==> src/rtl/cnt_sched_pkg.sv <==
// Shared types and defaults for the round-robin counter scheduler.
// Holds the FSM state encoding and the default requester count and counter width.
package cnt_sched_pkg;

  typedef enum logic [1:0] {
    IDLE = 2'd0,
    RUN  = 2'd1,
    DONE = 2'd2
  } state_t;

  localparam int NREQ_DEF = 4;
  localparam int CW_DEF   = 4;

endpackage

==> src/rtl/cnt_sched_rr_arbiter.sv <==
// Combinational round-robin picker: first asserted req at or above ptr wins, else wraps to lowest.
// Zero latency; win is all-zero when req is all-zero.
module rr_arbiter
  import cnt_sched_pkg::*;
#(
  parameter int NREQ = NREQ_DEF,
  parameter int PW   = $clog2(NREQ_DEF)
) (
  input  logic [NREQ-1:0] req,
  input  logic [PW-1:0]   ptr,
  output logic [NREQ-1:0] win
);

  logic [NREQ-1:0] hi;
  logic [NREQ-1:0] pool;

  always_comb begin
    hi = '0;
    for (int i = 0; i < NREQ; i++) begin
      hi[i] = req[i] && (PW'(i) >= ptr);
    end
  end

  // Requests at or above the pointer take precedence; otherwise the search wraps.
  assign pool = (|hi) ? hi : req;
  assign win  = pool & (~pool + NREQ'(1));

endmodule

==> src/rtl/cnt_sched.sv <==
// Shared counter granted round-robin to NREQ requesters; runs tc+1 cycles then pulses done.
// Grant registered one cycle after the request is seen in IDLE; dropping req mid-run aborts it.
module cnt_sched
  import cnt_sched_pkg::*;
#(
  parameter int NREQ = NREQ_DEF,
  parameter int CW   = CW_DEF
) (
  input  logic               clk,
  input  logic               reset,
  input  logic [NREQ-1:0]    req,
  input  logic [NREQ*CW-1:0] tc,
  output logic [NREQ-1:0]    gnt,
  output logic [CW-1:0]      cnt,
  output logic               busy,
  output logic [NREQ-1:0]    done
);

  localparam int PW = $clog2(NREQ);

  state_t          state;
  logic [PW-1:0]   ptr;
  logic [PW-1:0]   win_idx;
  logic [PW-1:0]   gnt_idx;
  logic [PW-1:0]   ptr_nxt;
  logic [NREQ-1:0] win;
  logic [CW-1:0]   tc_q;

  rr_arbiter #(
    .NREQ (NREQ),
    .PW   (PW)
  ) u_arb (
    .req (req),
    .ptr (ptr),
    .win (win)
  );

  always_comb begin
    win_idx = '0;
    gnt_idx = '0;
    for (int i = 0; i < NREQ; i++) begin
      if (win[i]) win_idx = PW'(i);
      if (gnt[i]) gnt_idx = PW'(i);
    end
  end

  assign ptr_nxt = (gnt_idx == PW'(NREQ - 1)) ? '0 : gnt_idx + PW'(1);

  always_ff @(posedge clk) begin
    if (reset) begin
      state <= IDLE;
      gnt   <= '0;
      done  <= '0;
      cnt   <= '0;
      busy  <= 1'b0;
      ptr   <= '0;
      tc_q  <= '0;
    end else begin
      case (state)
        IDLE: begin
          done <= '0;
          cnt  <= '0;
          if (|req) begin
            state <= RUN;
            gnt   <= win;
            tc_q  <= tc[int'(win_idx)*CW +: CW];
            busy  <= 1'b1;
          end else begin
            gnt  <= '0;
            busy <= 1'b0;
          end
        end
        RUN: begin
          // Withdrawn request ends the run silently; the pointer still moves past it.
          if ((req & gnt) == '0) begin
            state <= IDLE;
            gnt   <= '0;
            cnt   <= '0;
            busy  <= 1'b0;
            ptr   <= ptr_nxt;
          end else if (cnt == tc_q) begin
            state <= DONE;
            done  <= gnt;
            gnt   <= '0;
            cnt   <= '0;
            ptr   <= ptr_nxt;
          end else begin
            cnt <= cnt + CW'(1);
          end
        end
        DONE: begin
          state <= IDLE;
          done  <= '0;
          busy  <= 1'b0;
        end
        default: begin
          state <= IDLE;
          gnt   <= '0;
          done  <= '0;
          cnt   <= '0;
          busy  <= 1'b0;
        end
      endcase
    end
  end

endmodule

==> config.mk <==
export PLATFORM = sky130hd
export DESIGN_NAME = cnt_sched
export DESIGN_NICKNAME = d
export VERILOG_FILES = /design/src/rtl/cnt_sched_pkg.sv /design/src/rtl/cnt_sched_rr_arbiter.sv /design/src/rtl/cnt_sched.sv
export SDC_FILE = /design/constraint.sdc
export NUM_CORES = 1
export LEC_CHECK = 0
export CORE_ASPECT_RATIO = 1.4
export CORE_MARGIN = 3
export CORE_UTILIZATION = 47
export DETAILED_ROUTE_END_ITERATION = 12
export GPL_TIMING_DRIVEN = 0
export PLACE_DENSITY = 0.75
export SETUP_SLACK_MARGIN = 0.15
export SYNTH_ARGS = -nofsm -noshare
export SYNTH_HDL_FRONTEND = slang
export SYNTH_SLANG_ARGS = --single-unit
==> constraint.sdc <==
create_clock -name clk -period 2.3 [get_ports clk]
set_input_delay 0.345 -clock clk [delete_from_list [all_inputs] [get_ports clk]]
set_output_delay 0.345 -clock clk [all_outputs]
set_load 0.02 [all_outputs]
==> results.py, run 1 <==
metrics = {
    "worst_setup_path": {
        "crit_arrival_ns": 2.17,
        "critical_path_class": "primary input to register",
        "worstPathRequired_ns": 2.51,
        "worst-path-max-fanout": 10,
        "cp-start-kind": "primary input",
        "end_kind": "register",
    },
    "drt": {
        "avgRoutedWirePerCell_microns": 14.6,
        "ant_nets": 0,
        "drt_iter0_drc": 38,
        "vias": 1205,
        "wl_met1_microns": 1360,
        "wl_met3_microns": 166,
        "topRoutingLayerUsed": "met4",
        "first_pass_iters": 4,
        "finalWirelength_microns": 3120,
        "wl_met2_microns": 1540,
        "routed_via_density": 5.63,
        "drc": 0,
    },
    "place": {
        "io_buffers": 31,
        "gp_congestion": 0.808,
        "hpwl_microns": 2380,
    },
    "synthesis": {
        "synthCells": 145,
        "async_reset_ff_share_pct": 0,
        "synth_nets": 168,
        "synth_top_area_share_pct": 34.7,
        "ys_warn_count": 0,
        "yosysTopAreaCell": "dfxtp_1",
        "yosys.cell_types.count": 36,
        "ys_ff_latch": 21,
        "synth_area_leaders": "dfxtp_1 35%, mux2i_1 6.6%, nor2_1 6.2%, a21oi_1 4.1%, o2111a_1 3.7%",
        "synth_area_sq_mm": 0.00121,
        "ys.flop_type": "dfxtp_1",
        "ys_seq_area_share_pct": 34.7,
        "syn_avg_cell_area_sq_um": 8.36,
        "synth-edff-count": 0,
    },
    "power_and_ir_drop": {
        "peakVddDrop_v": 0.000473,
        "power_leakage_nw": 0.623,
        "cellPowerDensity_mw_per_mm2": 502,
        "power_mw": 0.799,
    },
    "cts": {
        "h-tree-depth": 1,
        "post_cts_buffers": 0,
        "cts_hold_buf": 0,
        "cts_resized": 0,
        "cts-buffers-inserted": 3,
        "path_clk_slew_ns": 0.12,
        "clk_latency_ns": 0.31,
        "cts_sinks": 21,
        "cts_tree": "yes",
        "clockBufferDepth": 2,
        "root_buffer": "clkbuf_4",
    },
    "die": {
        "die_y_microns": 66.1,
        "rows": 21,
        "core_sq_mm": 0.00242,
        "pin_count": 35,
        "initial_core_util_pct": 50.2,
        "die_x_microns": 48.9,
        "dieArea_sq_mm": 0.00323,
    },
    "grt": {
        "antenna_found_initial": 0,
        "grt_max_degree": 13,
        "grt_pass1_vias": 1166,
        "grt_overflow": 0,
        "grt_pass1_wl_microns": 5500,
        "grt_util_all_layers_pct": 21.7,
    },
    "min_path": {
        "hold_class": "primary input to register",
    },
    "flow_run": {
        "drv_cap": 0,
    },
    "timing": {
        "worst_slew_pin_slew_ns": 0.524,
        "setup_violations": 0,
        "hold_viol": 0,
        "period_minus_slack_ns": 1.95,
        "slew_viol_final": 0,
        "max-slew-margin-rel_pct": 64.8,
        "fin_crit_sh_pct": 85.0,
        "rsz0062_at_grt": "false",
        "finalSetupTns_ns": 0,
        "skew_ns": 0.00769,
        "fmax_mhz": 512,
    },
    "cells_and_area": {
        "layout_common_cells": "31 x clkdlybuf4s50_1, 21 x dfxtp_1, 20 x nor2_1",
        "drive_gt1_share_pct": 10.6,
        "final_common_cell": "clkdlybuf4s50_1",
        "final_nets": 204,
        "antenna_cells": 0,
        "area_growth_pct": 31.4,
        "n_fill_cell": 249,
    },
    "status": {
        "status": "completed",
    },
}
flip-flops by register name (all words and copies together) (netlist names):
| name | flops |
|---|---|
| busy | 1 |
| state | 2 |
| ptr | 2 |
| gnt | 4 |
| cnt | 4 |
| tc_q | 4 |
| done | 4 |
where the power goes:
group	leakage, nW	internal (mW)	switching (mW)
clock network	0.0177	0.0650	0.116
logic	0.434	0.113	0.105
registers	0.172	0.384	0.0166
total	0.623	0.562	0.237
final timing paths:
path | start | end | slack, ns | depth (start not counted)
worst max-delay path | req[3] | tc_q[2]$_SDFFE_PP0P_ | 0.35 | 6
worst min-delay path | req[2] | gnt[2]$_SDFFE_PP0P_ | 0.31 | 2
worst max register to register | ptr[1]$_SDFFE_PP0P_ | tc_q[3]$_SDFFE_PP0P_ | 0.57 | 6
worst min register to register | done[2]$_SDFFE_PP0P_ | done[2]$_SDFFE_PP0P_ | 0.52 | 2
per-stage QoR:
stage	util, %	instances	setup slack (ns)	hold slack [ns]	instance area (sq um)
floorplan	-	145	0.625	0.578	1210
global placement	64.8	210	0.105	0.479	1570
detailed placement	64.8	210	0.00763	0.490	1570
CTS	65.9	214	0.354	0.311	1590
global route	65.9	214	0.211	0.302	1590
finish	65.9	214	0.345	0.305	1590
kinds of logic after synthesis:
group                    synth area share [%]
AO/OA/AOI/OAI                            28.3
XOR/XNOR                                 2.89
adder cells (fa/ha/maj)                  1.03
buffers and inverters                    8.15
flip-flops                               34.7
multiplexers                             6.61
AND/OR/NAND/NOR                          18.4
cell type report:
type	instances	area [sq um]	share of cell area [%]
Tap cell	34	42.5	2.67
Buffer	10	65.1	4.08
Inverter	9	33.8	2.12
Clock buffer	3	22.5	1.41
Sequential cell	21	420	26.4
Multi-Input combinational cell	105	693	43.5
Clock inverter	1	5.00	0.314
Timing Repair Buffer	31	310	19.5
Yosys cell counts (2+ instances only):
master and n:
dfxtp_1 21, nor2_1 20, a21oi_1 10, inv_1 8, mux2i_1 8, nand2_1 8
o21ai_0 5, buf_2 4, o2111a_1 4, o2111ai_1 4, o22a_1 4, o31ai_1 4
or2_2 4, xnor2_1 4, a22oi_1 3, a31oi_1 3, buf_6 3, clkbuf_1 3
nand2b_1 3, a32o_1 2, nand3_1 2, nand3b_1 2, nor2b_1 2, o221a_2 2
metal layers:
metal	track usage (%)	vias up
met4	8.54	0
met3	4.97	10
met1	25.3	552
li1	-	598
met5	0	-
met2	38.3	45
worst max-delay path: stages:
cell,delay [ns]
clkdlybuf4s50_1,0.62
nor2_1,0.12
a211oi_1,0.44
buf_2,0.30
o2111ai_1,0.17
o2111a_1,0.16
(Power assumes the default switching activity.)
==> run 2: changes to the inputs <==
==> constraint.sdc (replaced) <==
create_clock -name clk -period 1.8 [get_ports clk]
set_input_delay 0.27 -clock clk [delete_from_list [all_inputs] [get_ports clk]]
set_output_delay 0.27 -clock clk [all_outputs]
set_load 0.02 [all_outputs]
==> run 2 against run 1 <==
Effect of this change: die area stayed put; final cell count is 1.9% higher; total power is 31% higher; register-to-register slack worse by 0.43 ns; design area is 4.9% higher; critical path depth stayed put; global-route usage is 0.63 points higher; critical path type is now register to register.
==> results.py, run 2 (synthesis gave the netlist of run 1 again) <==
metrics = {
    "status": {
        "status": "completed",
    },
    "grt": {
        "grt_pass1_vias": 1235,
        "grt_max_degree": 13,
        "grt_util_all_layers_pct": 22.4,
        "antenna_found_initial": 0,
        "grt_pass1_wl_microns": 5630,
        "grt_overflow": 0,
    },
    "drt": {
        "routed_via_density": 5.57,
        "avgRoutedWirePerCell_microns": 14.9,
        "drt_iter0_drc": 32,
        "ant_nets": 0,
        "finalWirelength_microns": 3240,
        "first_pass_iters": 4,
        "vias": 1214,
        "drc": 0,
    },
    "cells_and_area": {
        "seq_area_sq_um": 429,
        "n_fill_cell": 235,
        "final_common_cell": "clkdlybuf4s50_1",
        "final_cells": 218,
        "antenna_cells": 0,
        "final_nets": 208,
        "layout_common_cells": "25 x clkdlybuf4s50_1, 19 x nor2_1, 14 x dfxtp_1",
        "drive_gt1_share_pct": 20.7,
        "multi_input_area_sq_um": 723,
        "area_growth_pct": 37.9,
    },
    "power_and_ir_drop": {
        "peakVddDrop_v": 0.000611,
        "cellPowerDensity_mw_per_mm2": 626,
        "power_mw": 1.05,
        "power_leakage_nw": 0.707,
    },
    "timing": {
        "hold_viol": 0,
        "rsz0062_at_grt": "true",
        "period_minus_slack_ns": 1.66,
        "fin_crit_sh_pct": 92.0,
        "worst_slew_pin_slew_ns": 0.488,
        "slew_viol_final": 0,
        "skew_ns": 0.00455,
        "fmax_mhz": 604,
        "max-slew-margin-rel_pct": 67.4,
        "setup_violations": 0,
    },
    "place": {
        "hpwl_microns": 2380,
        "io_buffers": 31,
        "gp_congestion": 0.808,
        "placed_cells": 210,
    },
    "worst_setup_path": {
        "worst-path-max-fanout": 8,
        "end_kind": "register",
        "cp-start-kind": "register",
        "critical_path_class": "register to register",
        "crit_arrival_ns": 1.87,
        "worstPathRequired_ns": 2.01,
    },
    "cts": {
        "clk_latency_ns": 0.31,
        "root_buffer": "clkbuf_4",
        "cts_hold_buf": 0,
        "cts_tree": "yes",
        "clockBufferDepth": 2,
        "path_clk_slew_ns": 0.12,
        "cts_sinks": 21,
        "h-tree-depth": 1,
        "cts-buffers-inserted": 3,
    },
    "die": {
        "core_sq_mm": 0.00242,
        "die_y_microns": 66.1,
        "initial_core_util_pct": 50.2,
        "rows": 21,
        "die_x_microns": 48.9,
        "dieArea_sq_mm": 0.00323,
        "pin_count": 35,
    },
    "min_path": {
        "hold_class": "primary input to register",
    },
    "flow_run": {
        "drv_cap": 0,
    },
}
## run 2: critical path: stages, from the launching register on
cell,delay (ns)
dfxtp_2,0.36
buf_6,0.12
and3_4,0.16
or3_4,0.38
buf_6,0.14
o22a_1,0.17
o2111a_1,0.22
## run 2: report_power, final
group	internal (mW)	switching (mW)	total, mW
clock network	0.0831	0.149	0.232
registers	0.492	0.0216	0.513
logic	0.157	0.144	0.301
## run 2: cell type report
type	instances	share of cell area [%]
multi-input combinational	105	43.3
sequential	21	25.7
timing repair buffer	35	20.4
buffer	10	4.49
tap	34	2.54
inverter	9	2.02
clock buffer	3	1.35
clock inverter	1	0.299
## run 2: what timing repair did
item | in CTS | in global routing
endpoints found under the setup margin | 19 | 10
pin swaps | 3 | 6
resized for setup | 15 | 12
setup buffers | 4 | 0
## run 2: through the flow
step	setup slack, ns	TNS (ns)	area [sq um]	util (%)	hold WS, ns
finish	0.143	0	1670	69.2	0.238
global route	0.0911	0	1670	69.2	0.236
global placement	-0.320	-3.24	1570	64.8	0.479
detailed placement	-0.417	-4.40	1570	64.8	0.490
CTS	0.157	0	1650	68.1	0.236
floorplan	0.190	0	1210	-	0.503
## run 2: worst paths after layout
| kind | from | endpoint | slack, ns | cells after the start |
|---|---|---|---|---|
| setup / recovery | ptr[1]$_SDFFE_PP0P_ | tc_q[3]$_SDFFE_PP0P_ | 0.14 | 6 |
| hold / removal | req[2] | gnt[2]$_SDFFE_PP0P_ | 0.24 | 2 |
| setup reg to reg | ptr[1]$_SDFFE_PP0P_ | tc_q[3]$_SDFFE_PP0P_ | 0.14 | 6 |
| hold reg to reg | done[2]$_SDFFE_PP0P_ | done[2]$_SDFFE_PP0P_ | 0.52 | 2 |
## run 2: per-layer routing
metal	up-vias	GRT usage (%)	share of wire, %
li1	603	-	-
met5	-	0	0
met2	47	39.6	51
met4	0	9.96	2.8
met3	11	4.97	4.9
met1	553	25.5	41
==> run 3: changes to the inputs <==
--- a/config.mk
+++ b/config.mk
@@ -7,10 +7,12 @@
 export LEC_CHECK = 0
 export CORE_ASPECT_RATIO = 1.4
 export CORE_MARGIN = 3
-export CORE_UTILIZATION = 47
+export CORE_UTILIZATION = 49
+export CTS_BUF_LIST = sky130_fd_sc_hd__clkbuf_4
 export DETAILED_ROUTE_END_ITERATION = 12
 export GPL_TIMING_DRIVEN = 0
-export PLACE_DENSITY = 0.75
+export PLACE_DENSITY = 0.78
+export REMOVE_ABC_BUFFERS = 1
 export SETUP_SLACK_MARGIN = 0.15
 export SYNTH_ARGS = -nofsm -noshare
 export SYNTH_HDL_FRONTEND = slang
==> run 3 against run 2 <==
Effect of this change: worst setup slack better by 0.014 ns; critical path type unchanged; design area is 2.8% lower; critical path depth is 1 lower; fmax is 0.84% higher; first-iteration DRC count is 3.1% lower.
==> results.py, run 3 (synthesis gave the netlist of run 1 again) <==
metrics = {
    "grt": {
        "grt_max_degree": 12,
        "grt_pass1_wl_microns": 4850,
        "grt_overflow": 0,
        "grt_pass1_vias": 1110,
        "grt_util_all_layers_pct": 20.9,
        "antenna_found_initial": 0,
    },
    "power_and_ir_drop": {
        "seq_power_share_pct": 49.6,
        "p_sw_mw": 0.308,
        "p_comb_share_pct": 27.0,
        "power_mw": 1.05,
        "peakVddDrop_v": 0.000554,
        "p_int_mw": 0.742,
        "power_leakage_nw": 0.683,
        "p_sw_share_pct": 29.3,
        "pwr-share-clk_pct": 23.5,
        "cellPowerDensity_mw_per_mm2": 647,
    },
    "worst_setup_path": {
        "cp-start-kind": "register",
        "reg2reg_depth": 5,
        "worst-path-max-fanout": 8,
        "crit_arrival_ns": 1.90,
        "end_kind": "register",
        "worstPathRequired_ns": 2.06,
        "critical_path_class": "register to register",
        "r2r_slack_ns": 0.16,
        "rr_endpoint": "tc_q[2]$_SDFFE_PP0P_",
        "reg2reg_from": "ptr[1]$_SDFFE_PP0P_",
    },
    "cts": {
        "clk_latency_ns": 0.31,
        "cts_tree": "yes",
        "h-tree-depth": 1,
        "clockBufferDepth": 2,
        "cts-buffers-inserted": 3,
        "cts_sinks": 21,
        "path_clk_slew_ns": 0.11,
        "root_buffer": "clkbuf_4",
    },
    "cells_and_area": {
        "final_util_pct": 72.1,
        "final_nets": 201,
        "final_common_cell": "clkdlybuf4s50_1",
        "final_cells": 199,
        "area_growth_pct": 34.0,
        "drive_gt1_share_pct": 15.8,
        "final_cell_area_sq_mm": 0.00162,
        "layout_common_cells": "22 x clkdlybuf4s50_1, 19 x nor2_1, 15 x dfxtp_1",
        "n_fill_cell": 188,
        "antenna_cells": 0,
    },
    "die": {
        "dieArea_sq_mm": 0.00312,
        "rows": 20,
        "initial_core_util_pct": 53.8,
        "die_y_microns": 64.9,
        "pin_count": 35,
        "die_x_microns": 48.0,
        "core_sq_mm": 0.00225,
    },
    "timing": {
        "setup_violations": 0,
        "max-slew-margin-rel_pct": 70.3,
        "fin_crit_sh_pct": 91.3,
        "hold_viol": 0,
        "period_minus_slack_ns": 1.64,
        "skew_ns": 0.00165,
        "slew_viol_final": 0,
        "fmax_mhz": 609,
        "worst_slew_pin_slew_ns": 0.445,
        "rsz0062_at_grt": "true",
    },
    "min_path": {
        "min_from": "done[1]$_SDFFE_PP0P_",
        "hold_class": "register to register",
        "min_delay_worst_endpoint": "done[1]$_SDFFE_PP0P_",
        "hold_depth": 2,
    },
    "place": {
        "postPlaceCellArea_sq_mm": 0.00152,
        "gp_congestion": 0.790,
        "io_buffers": 34,
        "hpwl_microns": 2170,
        "placed_cells": 191,
    },
    "status": {
        "status": "completed",
    },
    "drt": {
        "routed_via_density": 6.02,
        "drc": 0,
        "avgRoutedWirePerCell_microns": 15.3,
        "drt_iter0_drc": 31,
        "first_pass_iters": 4,
        "vias": 1197,
        "ant_nets": 0,
        "finalWirelength_microns": 3040,
    },
    "flow_run": {
        "drv_cap": 0,
    },
}
[run 3: worst max path at each step]
| stage | cells past startpoint | end | slack (ns) | startpoint |
|---|---|---|---|---|
| floorplan | 5 | tc_q[3]$_SDFFE_PP0P_ | 0.03 | ptr[1]$_SDFFE_PP0P_ |
| global placement | 5 | tc_q[2]$_SDFFE_PP0P_ | -1.07 | req[2] |
| detailed placement | 5 | tc_q[2]$_SDFFE_PP0P_ | -1.06 | req[2] |
| CTS | 5 | tc_q[2]$_SDFFE_PP0P_ | 0.15 | ptr[1]$_SDFFE_PP0P_ |
| global route | 5 | tc_q[2]$_SDFFE_PP0P_ | 0.10 | ptr[1]$_SDFFE_PP0P_ |
| finish | 5 | tc_q[2]$_SDFFE_PP0P_ | 0.16 | ptr[1]$_SDFFE_PP0P_ |
[run 3: stage by stage]
step / hold slack [ns] / setup slack [ns] / setup TNS (ns)
after floorplan: 0.339 / 0.0314 / 0
after global placement: 0.480 / -1.07 / -9.46
after detailed placement: 0.495 / -1.06 / -9.90
after CTS: 0.525 / 0.152 / 0
after global routing: 0.541 / 0.103 / 0
final: 0.518 / 0.157 / 0
[run 3: layer usage]
layer  wire length, microns  GRT usage (%)  share of wire [%]  up-vias
met2                   1570           35.9                 52       40
li1                       -              -                  -      591
met4                     51           6.73                1.7        0
met1                   1260           25.9                 41      559
met5                      0              0                  0        -
met3                    161           1.94                5.3        7
[run 3: repair_timing]
item	in CTS	in global routing
hold buffers	0	0
buffers inserted	4	0
endpoints found under the hold margin	0	0
endpoints found under the setup margin	19	9
pin swaps	1	4
gates resized for setup	17	13
[run 3: final cells by class]
type                       instances  area (sq um)  area share [%]
timing repair buffer              38           359            22.1
clock buffer                       4          30.0            1.85
inverter                           9          33.8            2.08
sequential                        21           430            26.5
tap                               22          27.5            1.69
multi-input combinational        105           743            45.8
[run 3: worst max-delay path, cell delays in order (launching register included)]
cell and delay [ns]:
dfxtp_4 0.38, buf_4 0.15, and3_4 0.16, or3_4 0.43, o2111ai_1 0.25, o2111a_1 0.22
[run 3: power by group through the flow]
stage / combinational, mW / clock, mW / sequential [mW]
final: 0.283 / 0.247 / 0.520
after CTS: 0.271 / 0.251 / 0.518
after global routing: 0.316 / 0.266 / 0.524
after global placement: 0.252 / 0 / 0.528
after floorplan: 0.147 / 0 / 0.531
after detailed placement: 0.257 / 0 / 0.530
